**src/rtl/bram_stream_reader.sv**
```systemverilog
// -----------------------------------------------------------------------------
// bram_stream_reader
//
// Read-only client of a single-port, read-first BRAM port. On an accepted
// start command it reads `length` consecutive words from `base_addr`
// (addresses wrap modulo RAM_DEPTH) and presents them on a valid/ready stream.
//
// The BRAM has a fixed one-cycle read latency and a free-running douta, so a
// read is only issued when there is guaranteed room for its result in a
// 2-entry skid buffer. This keeps full 1 word/cycle throughput when the
// consumer never stalls, and never loses a read result when it does.
//
// Optional feature (compile-time macro BRAM_STREAM_LAST_EN):
//   defined   -> adds output m_last, high on the beat carrying the final word.
//   undefined -> no m_last port; end of block is signalled by done only.
// -----------------------------------------------------------------------------
module bram_stream_reader #(
   parameter int DATA_WIDTH = 16,
   parameter int ADDR_WIDTH = 9
) (
   input  logic                  clka,
   input  logic                  rsta_n,
   // command interface
   input  logic                  start,
   input  logic [ADDR_WIDTH-1:0] base_addr,
   input  logic [ADDR_WIDTH:0]   length,
   output logic                  busy,
   output logic                  done,
   // BRAM port (read-only use)
   output logic                  wea,
   output logic [ADDR_WIDTH-1:0] addra,
   output logic [DATA_WIDTH-1:0] dina,
   input  logic [DATA_WIDTH-1:0] douta,
   // output stream
   output logic                  m_valid,
   input  logic                  m_ready,
   output logic [DATA_WIDTH-1:0] m_data
`ifdef BRAM_STREAM_LAST_EN
   ,
   output logic                  m_last
`endif
);

   localparam logic [ADDR_WIDTH:0] CNT_ONE = {{ADDR_WIDTH{1'b0}}, 1'b1};

   typedef enum logic [1:0] {
      S_IDLE  = 2'd0,
      S_RUN   = 2'd1,
      S_DRAIN = 2'd2,
      S_DONE  = 2'd3
   } state_t;

   // Control state
   state_t                state_q,    state_d;
   logic [ADDR_WIDTH-1:0] base_q,     base_d;
   logic [ADDR_WIDTH:0]   len_q,      len_d;
   logic [ADDR_WIDTH:0]   issued_q,   issued_d;
   logic                  inflight_q, inflight_d;

   // Skid buffer: entry 0 is always the head of the stream
   logic [DATA_WIDTH-1:0] buf0_q,  buf0_d;
   logic [DATA_WIDTH-1:0] buf1_q,  buf1_d;
   logic [1:0]            count_q, count_d;

`ifdef BRAM_STREAM_LAST_EN
   logic                  last_inflight_q, last_inflight_d;
   logic                  last0_q, last0_d;
   logic                  last1_q, last1_d;
`endif

   logic       push;
   logic       pop;
   logic [2:0] occ_after;
   logic       issue;
   logic       issue_last;

   // Handshake bookkeeping and the read-issue decision
   always_comb begin
      push       = inflight_q;
      pop        = m_valid & m_ready;
      // Slots already committed for the next cycle: buffered words plus the
      // word arriving from the BRAM, minus the word leaving this cycle.
      occ_after  = {1'b0, count_q} + {2'b00, inflight_q} - {2'b00, pop};
      issue      = (state_q == S_RUN) && (issued_q != len_q) && (occ_after < 3'd2);
      issue_last = issue && ((issued_q + CNT_ONE) == len_q);
   end

   // Next-state logic of the transfer sequencer
   always_comb begin
      // NOTE: every signal assigned in this block gets a default first, so no
      // path through the case statement can leave it unassigned (no latches).
      state_d    = state_q;
      base_d     = base_q;
      len_d      = len_q;
      issued_d   = issued_q;
      inflight_d = issue;

      case (state_q)
         S_IDLE: begin
            if (start) begin
               base_d   = base_addr;
               len_d    = length;
               issued_d = '0;
               state_d  = (length == '0) ? S_DONE : S_RUN;
            end
         end
         S_RUN: begin
            if (issue) begin
               issued_d = issued_q + CNT_ONE;
               if (issue_last) begin
                  state_d = S_DRAIN;
               end
            end
         end
         S_DRAIN: begin
            if (!inflight_q && (count_q == 2'd0)) begin
               state_d = S_DONE;
            end
         end
         S_DONE: begin
            state_d = S_IDLE;
         end
         default: begin
            state_d = S_IDLE;
         end
      endcase
   end

   // Skid buffer update: capture douta only when a read was issued last cycle
   always_comb begin
      buf0_d  = buf0_q;
      buf1_d  = buf1_q;
      count_d = count_q;
`ifdef BRAM_STREAM_LAST_EN
      last0_d         = last0_q;
      last1_d         = last1_q;
      last_inflight_d = issue_last;
`endif

      case ({push, pop})
         2'b10: begin
            if (count_q == 2'd0) begin
               buf0_d = douta;
`ifdef BRAM_STREAM_LAST_EN
               last0_d = last_inflight_q;
`endif
            end else begin
               buf1_d = douta;
`ifdef BRAM_STREAM_LAST_EN
               last1_d = last_inflight_q;
`endif
            end
            count_d = count_q + 2'd1;
         end
         2'b01: begin
            buf0_d  = buf1_q;
`ifdef BRAM_STREAM_LAST_EN
            last0_d = last1_q;
`endif
            count_d = count_q - 2'd1;
         end
         2'b11: begin
            // Occupancy unchanged: the new word joins behind whatever remains.
            if (count_q == 2'd1) begin
               buf0_d = douta;
`ifdef BRAM_STREAM_LAST_EN
               last0_d = last_inflight_q;
`endif
            end else begin
               buf0_d = buf1_q;
               buf1_d = douta;
`ifdef BRAM_STREAM_LAST_EN
               last0_d = last1_q;
               last1_d = last_inflight_q;
`endif
            end
         end
         default: begin
         end
      endcase
   end

   // State registers with synchronous active-low reset
   always_ff @(posedge clka) begin
      if (!rsta_n) begin
         state_q    <= S_IDLE;
         base_q     <= '0;
         len_q      <= '0;
         issued_q   <= '0;
         inflight_q <= 1'b0;
         // NOTE: the skid buffer is only two registers, so it is reset along
         // with the control state; this also makes m_data read 0 after reset.
         buf0_q     <= '0;
         buf1_q     <= '0;
         count_q    <= 2'd0;
`ifdef BRAM_STREAM_LAST_EN
         last_inflight_q <= 1'b0;
         last0_q         <= 1'b0;
         last1_q         <= 1'b0;
`endif
      end else begin
         // NOTE: non-blocking assignments here so every register samples the
         // values from before this edge, independent of statement order.
         state_q    <= state_d;
         base_q     <= base_d;
         len_q      <= len_d;
         issued_q   <= issued_d;
         inflight_q <= inflight_d;
         buf0_q     <= buf0_d;
         buf1_q     <= buf1_d;
         count_q    <= count_d;
`ifdef BRAM_STREAM_LAST_EN
         last_inflight_q <= last_inflight_d;
         last0_q         <= last0_d;
         last1_q         <= last1_d;
`endif
      end
   end

   // Output decode: all outputs come from registers, no combinational paths
   // from m_ready or douta.
   always_comb begin
      busy    = (state_q == S_RUN) || (state_q == S_DRAIN);
      done    = (state_q == S_DONE);
      wea     = 1'b0;
      dina    = '0;
      // Next address to read; the narrower add wraps modulo RAM_DEPTH.
      addra   = base_q + issued_q[ADDR_WIDTH-1:0];
      m_valid = (count_q != 2'd0);
      m_data  = buf0_q;
`ifdef BRAM_STREAM_LAST_EN
      m_last  = m_valid & last0_q;
`endif
   end

endmodule
```
**config.mk**
```make
export PLATFORM = sky130hd
export DESIGN_NAME = bram_stream_reader
export DESIGN_NICKNAME = d
export VERILOG_FILES = /design/src/rtl/bram_stream_reader.sv
export SDC_FILE = /design/constraint.sdc
export NUM_CORES = 1
export LEC_CHECK = 0
export BUFFER_PORTS_ARGS = -buffer_cell sky130_fd_sc_hd__clkbuf_2
export CAP_MARGIN = 15
export CORE_UTILIZATION = 45
export DETAILED_ROUTE_END_ITERATION = 10
export PLACE_DENSITY = 0.8
export SYNTH_ARGS = -nofsm -noshare
export SYNTH_HDL_FRONTEND = slang
export SYNTH_SLANG_ARGS = --single-unit
```
**constraint.sdc**
```tcl
create_clock -name clka -period 3.09 [get_ports clka]
set_input_delay 0.309 -clock clka [delete_from_list [all_inputs] [get_ports clka]]
set_output_delay 0.309 -clock clka [all_outputs]
set_load 0.02 [all_outputs]
```
-- After elaboration in Yosys (flattened, before gate mapping)
Cells that the tools add are included.
- register bits: 66
- bits in latches: 0
- RAM bits: 0
- ROM bits: 0
- output and inout bits: 45
- word-level logic and storage cells: 67
- memories: 0
- add/sub/neg operators: 6
- multipliers: 0
- div/mod/pow operators: 0
- magnitude comparators: 1
- eq/ne operators: 16
- shift-type cells: 0
- multiplexer cells: 16
- bitwise operators: 1
- reductions and logical operators: 19
- operator list (operator ; count):
    two-way mux 16 bit ; 4
    one-hot mux 16 bit (3 select lines) ; 1
    one-hot mux 16 bit (2 select lines) ; 1
    two-way mux 10 bit ; 2
    one-hot mux 10 bit (2 select lines) ; 1
    != test 2 bit, second input constant ; 7
    adder 10 x 1 -> 10 bit, second input constant ; 1
    equality test 10 bit ; 1
    zero test 10 bit ; 1
    two-way mux 2 bit ; 5
    != test 10 bit ; 1
    adder 9 bit ; 1
    equality test 2 bit, second input constant ; 4
    one-hot mux 2 bit (4 select lines) ; 1
    nonzero test 2 bit ; 4
    equality test 2 x 1 -> 1 bit, second input constant ; 3
    AND reduction 3 bit ; 2
    logical AND 1 bit ; 4
    zero test 2 bit ; 2
    one-hot mux 2 bit (2 select lines) ; 1
    AND reduction 2 bit ; 2
    AND reduction 4 bit ; 1
    adder 2 x 1 -> 3 bit ; 1
    less-than comparator 3 x 2 -> 1 bit, second input constant ; 1
    7 further kinds ; 7

-- Depth between registers and ports, before layout
- depth after elaboration: 9
- mapped depth: 14

-- Least setup slack after synthesis
No wires, ideal clock.
- path kind: flip-flop to flip-flop
- from: register count_q[1]
- to: register state_q[1]
- library setup time: 0.122 ns
- data arrival time: 2.814 ns
- required time: 2.968 ns
- path slack: 0.154 ns
- cell stages (with the launch flop): 14
- path buffers: 0
- clock period less this slack: 2.936 ns
- cells stage by stage: dfxtp_1 -> inv_1 -> ha_1 -> inv_1 -> nand2_1 -> xnor2_1 -> nand2_1 -> fa_1 -> xnor2_1 -> nand2_1 -> a31oi_4 -> o2111a_1 -> a31oi_1 -> o311a_1
- word-level cells in the longest chain between the ends: 8
- RTL lines (element ; line ; text):
    start, declared ; 63 ; logic [1:0] count_q, count_d;
    start signal, assigned ; 211 ; count_q <= count_d;
    nonzero test 2 bit (*) ; 229 ; m_valid = (count_q != 2'd0);
    via m_valid ; 35 ; output logic m_valid,
    bitwise AND 1 bit (*) ; 80 ; pop = m_valid & m_ready;
    subtractor 3 x 1 -> 3 bit (*) ; 83 ; occ_after = {1'b0, count_q} + {2'b00, inflight_q} - {2'b00, pop};
    less-than comparator 3 x 2 -> 1 bit (*) ; 84 ; issue = (state_q == S_RUN) && (issued_q != len_q) && (occ_after < 3'd2);
    logical AND 1 bit (*) ; 84 ;
    logical AND 1 bit ; 85 ; issue_last = issue && ((issued_q + CNT_ONE) == len_q);
    != test 2 bit (no source line) ; n/a ;
    AND reduction 4 bit (no source line) (*) ; n/a ;
    end signal, assigned ; 204 ; state_q <= state_d;
    end, declared ; 54 ; state_t state_q, state_d;
The timed path passes the listed nets; every way through them passes the cells marked *.
A chain may end at the register's enable or synchronous reset.

-- Final worst setup path
- from: register issued_q[0]
- to: output port addra[8]
- word-level cells in the longest chain between the ends: 1
- RTL lines (element ; line ; text):
    start, declared ; 57 ; logic [ADDR_WIDTH:0] issued_q, issued_d;
    start signal, assigned ; 207 ; issued_q <= issued_d;
    adder 9 bit ; 228 ; addra = base_q + issued_q[ADDR_WIDTH-1:0];
    end, declared ; 31 ; output logic [ADDR_WIDTH-1:0] addra,
Every way passes these cells.

==> impl_metrics.json <==
{
  "rsz0062_at_grt": "false",
  "total_power_mw": 3.52,
  "worst_hold_slack_ps": 168,
  "overflow": 0,
  "totalWireLength_um": 7570,
  "critPathArrivalTime_ps": 2620,
  "routed-wl-met3_um": 465,
  "cap_viol_max_count": 0,
  "synth_cell_types": 46,
  "ys_seq_area_frac": 0.374,
  "slowest_stage": "dfxtp_1",
  "max_slew_margin": 0.434,
  "period_share": 0.948,
  "regArea_mm2": 0.00132,
  "antenna_found_initial": 0,
  "cp-end-kind": "output port",
  "cts_tree": "built",
  "peakVddDrop_mv": 0.378,
  "worst_hold_path_type": "input pin to register",
  "area_delta_synth_final_pct": 16.8,
  "initial_core_util": 0.477,
  "ys_seq_elements": 66,
  "synth_area_leader_cell": "dfxtp_1",
  "grt_pass1_wl_um": 12600,
  "critical_path_required_ps": 2780,
  "slowest_delay_ps": 510,
  "setup_ws_ps": 161,
  "dr_wl_met2_um": 3520,
  "clock_sinks": 66,
  "diodes": 0,
  "crit_path_cell_trace": "ha_1 > inv_1 > fa_1 > inv_1 > a21o_1 > a21oi_1 > o21bai_1 > a21oi_1 > o21ai_0 > xnor2_1 > clkbuf_2",
  "die_area_mm2": 0.00820,
  "yosysTopAreaCellShare": 0.374,
  "yosysWarnings": 0,
  "multi_input_area_mm2": 0.00201,
  "place_ws_ps": 131,
  "firstDrtPassIters": 4,
  "wl_met1_um": 3480,
  "htreeDepth": 3,
  "leakage_nw": 1.88,
  "skew_ps": 10.2,
  "fmax_mhz": 341,
  "grt_usage": 0.190,
  "path_max_fanout": 7,
  "path_clk_slew_ps": 80,
  "avgSynthCellArea_um2": 8.61,
  "fin_crit_ps": 2930,
  "routabilityCongestion": 0.924,
  "synthFlopType": "dfxtp_1",
  "yosys-top-cells-area": "dfxtp_1 (37%), mux2i_1 (9.1%), ha_1 (5.3%)",
  "dp_hpwl_um": 5640,
  "n_fill_cell": 674,
  "cts_buffer_depth": 2,
  "tightest_slew_ps": 849,
  "synth-async-reset-ratio": 0,
  "top_layer": "met4",
  "port-buffer-count": 66,
  "fp.dieH_um": 90.6,
  "power_density_mw_per_mm2": 854,
  "grt_pass1_vias": 2705,
  "cts_made_buffers": 9,
  "clkLatencyLatePin_ps": 350,
  "first_iter_violations": 182,
  "wl_per_cell_um": 13.1,
  "synth_common_cells": "dfxtp_1 (66), nand2_1 (49), nor2_1 (46)",
  "synth_edf_count": 0,
  "fin_setup_tns_ps": 0,
  "postCtsHoldBufs": 0,
  "slew_viol_final": 0,
  "pin_count": 84,
  "cts-root-buf": "clkbuf_8",
  "die_w_um": 90.6,
  "syn-cell-area_mm2": 0.00353,
  "grt_start_max_net_pins": 43,
  "setup.worst_path.class": "register to output port",
  "status": "complete, no violations",
  "yosysMostFrequentCell": "dfxtp_1",
  "viasPerCell": 5.13,
  "post-route-util": 0.557,
  "start_kind": "register",
  "vias": 2966,
  "ant_nets": 0,
  "hold_viol": 0,
  "drc_errors": 0,
  "rows": 31,
  "postSynthCellCount": 410,
  "finalNetCount": 530,
  "fp.coreArea_mm2": 0.00741,
  "drive_gt1_frac": 0.217,
  "setup_violations": 0
}
==> power breakdown <==
part | total (mW) | switching, mW | leakage [nW] | internal (mW)
Clock | 0.821 | 0.361 | 0.114 | 0.461
Combinational | 1.54 | 0.936 | 1.23 | 0.601
Sequential | 1.17 | 0.129 | 0.538 | 1.04
Total | 3.52 | 1.43 | 1.88 | 2.10
==> per-stage QoR <==
| step | cells | area [um^2] |
|---|---|---|
| final | 578 | 4120 |
| after global routing | 578 | 4120 |
| after CTS | 575 | 4090 |
| after detailed placement | 559 | 3870 |
| after global placement | 559 | 3870 |
| after floorplan | 426 | 3590 |
==> critical path: cells and delay by family, from the launching register on <==
family                     cells  cell delay [ps]
xor gates and xnor gates       1              140
DFF                            1              510
buffers and inverters          3              310
AOI/OAI and AO/OA              5              670
adders and majority gates      2              630
==> flip-flops by register name (all words and copies together) (netlist names) <==
signal,count
len_q,10
inflight_q,1
m_data,16
base_q,9
issued_q,10
buf1_q,16
state_q,2
count_q,2
==> logic make-up after synthesis <==
| family | Yosys count | synth area share |
|---|---|---|
| DFF | 66 | 0.374 |
| other | 1 | 0.00106 |
| AOI/OAI and AO/OA | 84 | 0.154 |
| and+or+nand+nor | 129 | 0.166 |
| adders and majority gates | 17 | 0.0645 |
| buffers and inverters | 52 | 0.0769 |
| xor gates and xnor gates | 29 | 0.0719 |
| muxes | 32 | 0.0907 |
==> path summary, 6_finish.rpt <==
kind	cells past startpoint	end	slack, ps	start
setup reg to reg	14	issued_q[9]	190	count_q[0]
hold / removal	3	base_q[4]	170	base_addr[4]
hold reg to reg	2	base_q[2]	470	base_q[2]
setup / recovery	11	addra[8]	160	issued_q[0]
==> what timing repair did <==
| action | in CTS | in global routing |
|---|---|---|
| endpoints found under the setup margin | 0 | 3 |
| resized for setup | 0 | 4 |
| buffers inserted | 0 | 3 |
==> placed cells by master (no fill, tap or decap), drive strengths merged, types with 4 or more instances in the layout <==
cell type / netlist / layout
clkbuf: 11 / 75
dfxtp: 66 / 66
nand2: 49 / 49
nor2: 46 / 46
a21oi: 32 / 32
mux2i: 32 / 32
conb: 1 / 17
a211oi: 17 / 17
inv: 15 / 17
o21ai: 17 / 17
xnor2: 16 / 16
ha: 15 / 15
xor2: 13 / 13
nand3: 9 / 9
buf: 25 / 7
a21o: 6 / 6
nor3: 6 / 6
and3: 4 / 4
clkinv: 1 / 4
==> final cells by class <==
class / count / area share
well taps: 99 / 0.0300
flip-flops and latches: 66 / 0.321
inverters: 16 / 0.0146
clock inverters: 7 / 0.0243
multi-input cells: 308 / 0.487
repair buffers: 73 / 0.0928
clock buffers: 9 / 0.0300
==> metal layers <==
| metal | up-vias | track usage |
|---|---|---|
| met1 | 1351 | 0.249 |
| met4 | 0 | 0.0645 |
| li1 | 1507 | - |
| met2 | 96 | 0.307 |
| met3 | 12 | 0.0429 |
| met5 | - | 0 |
(Power assumes the default switching activity.)
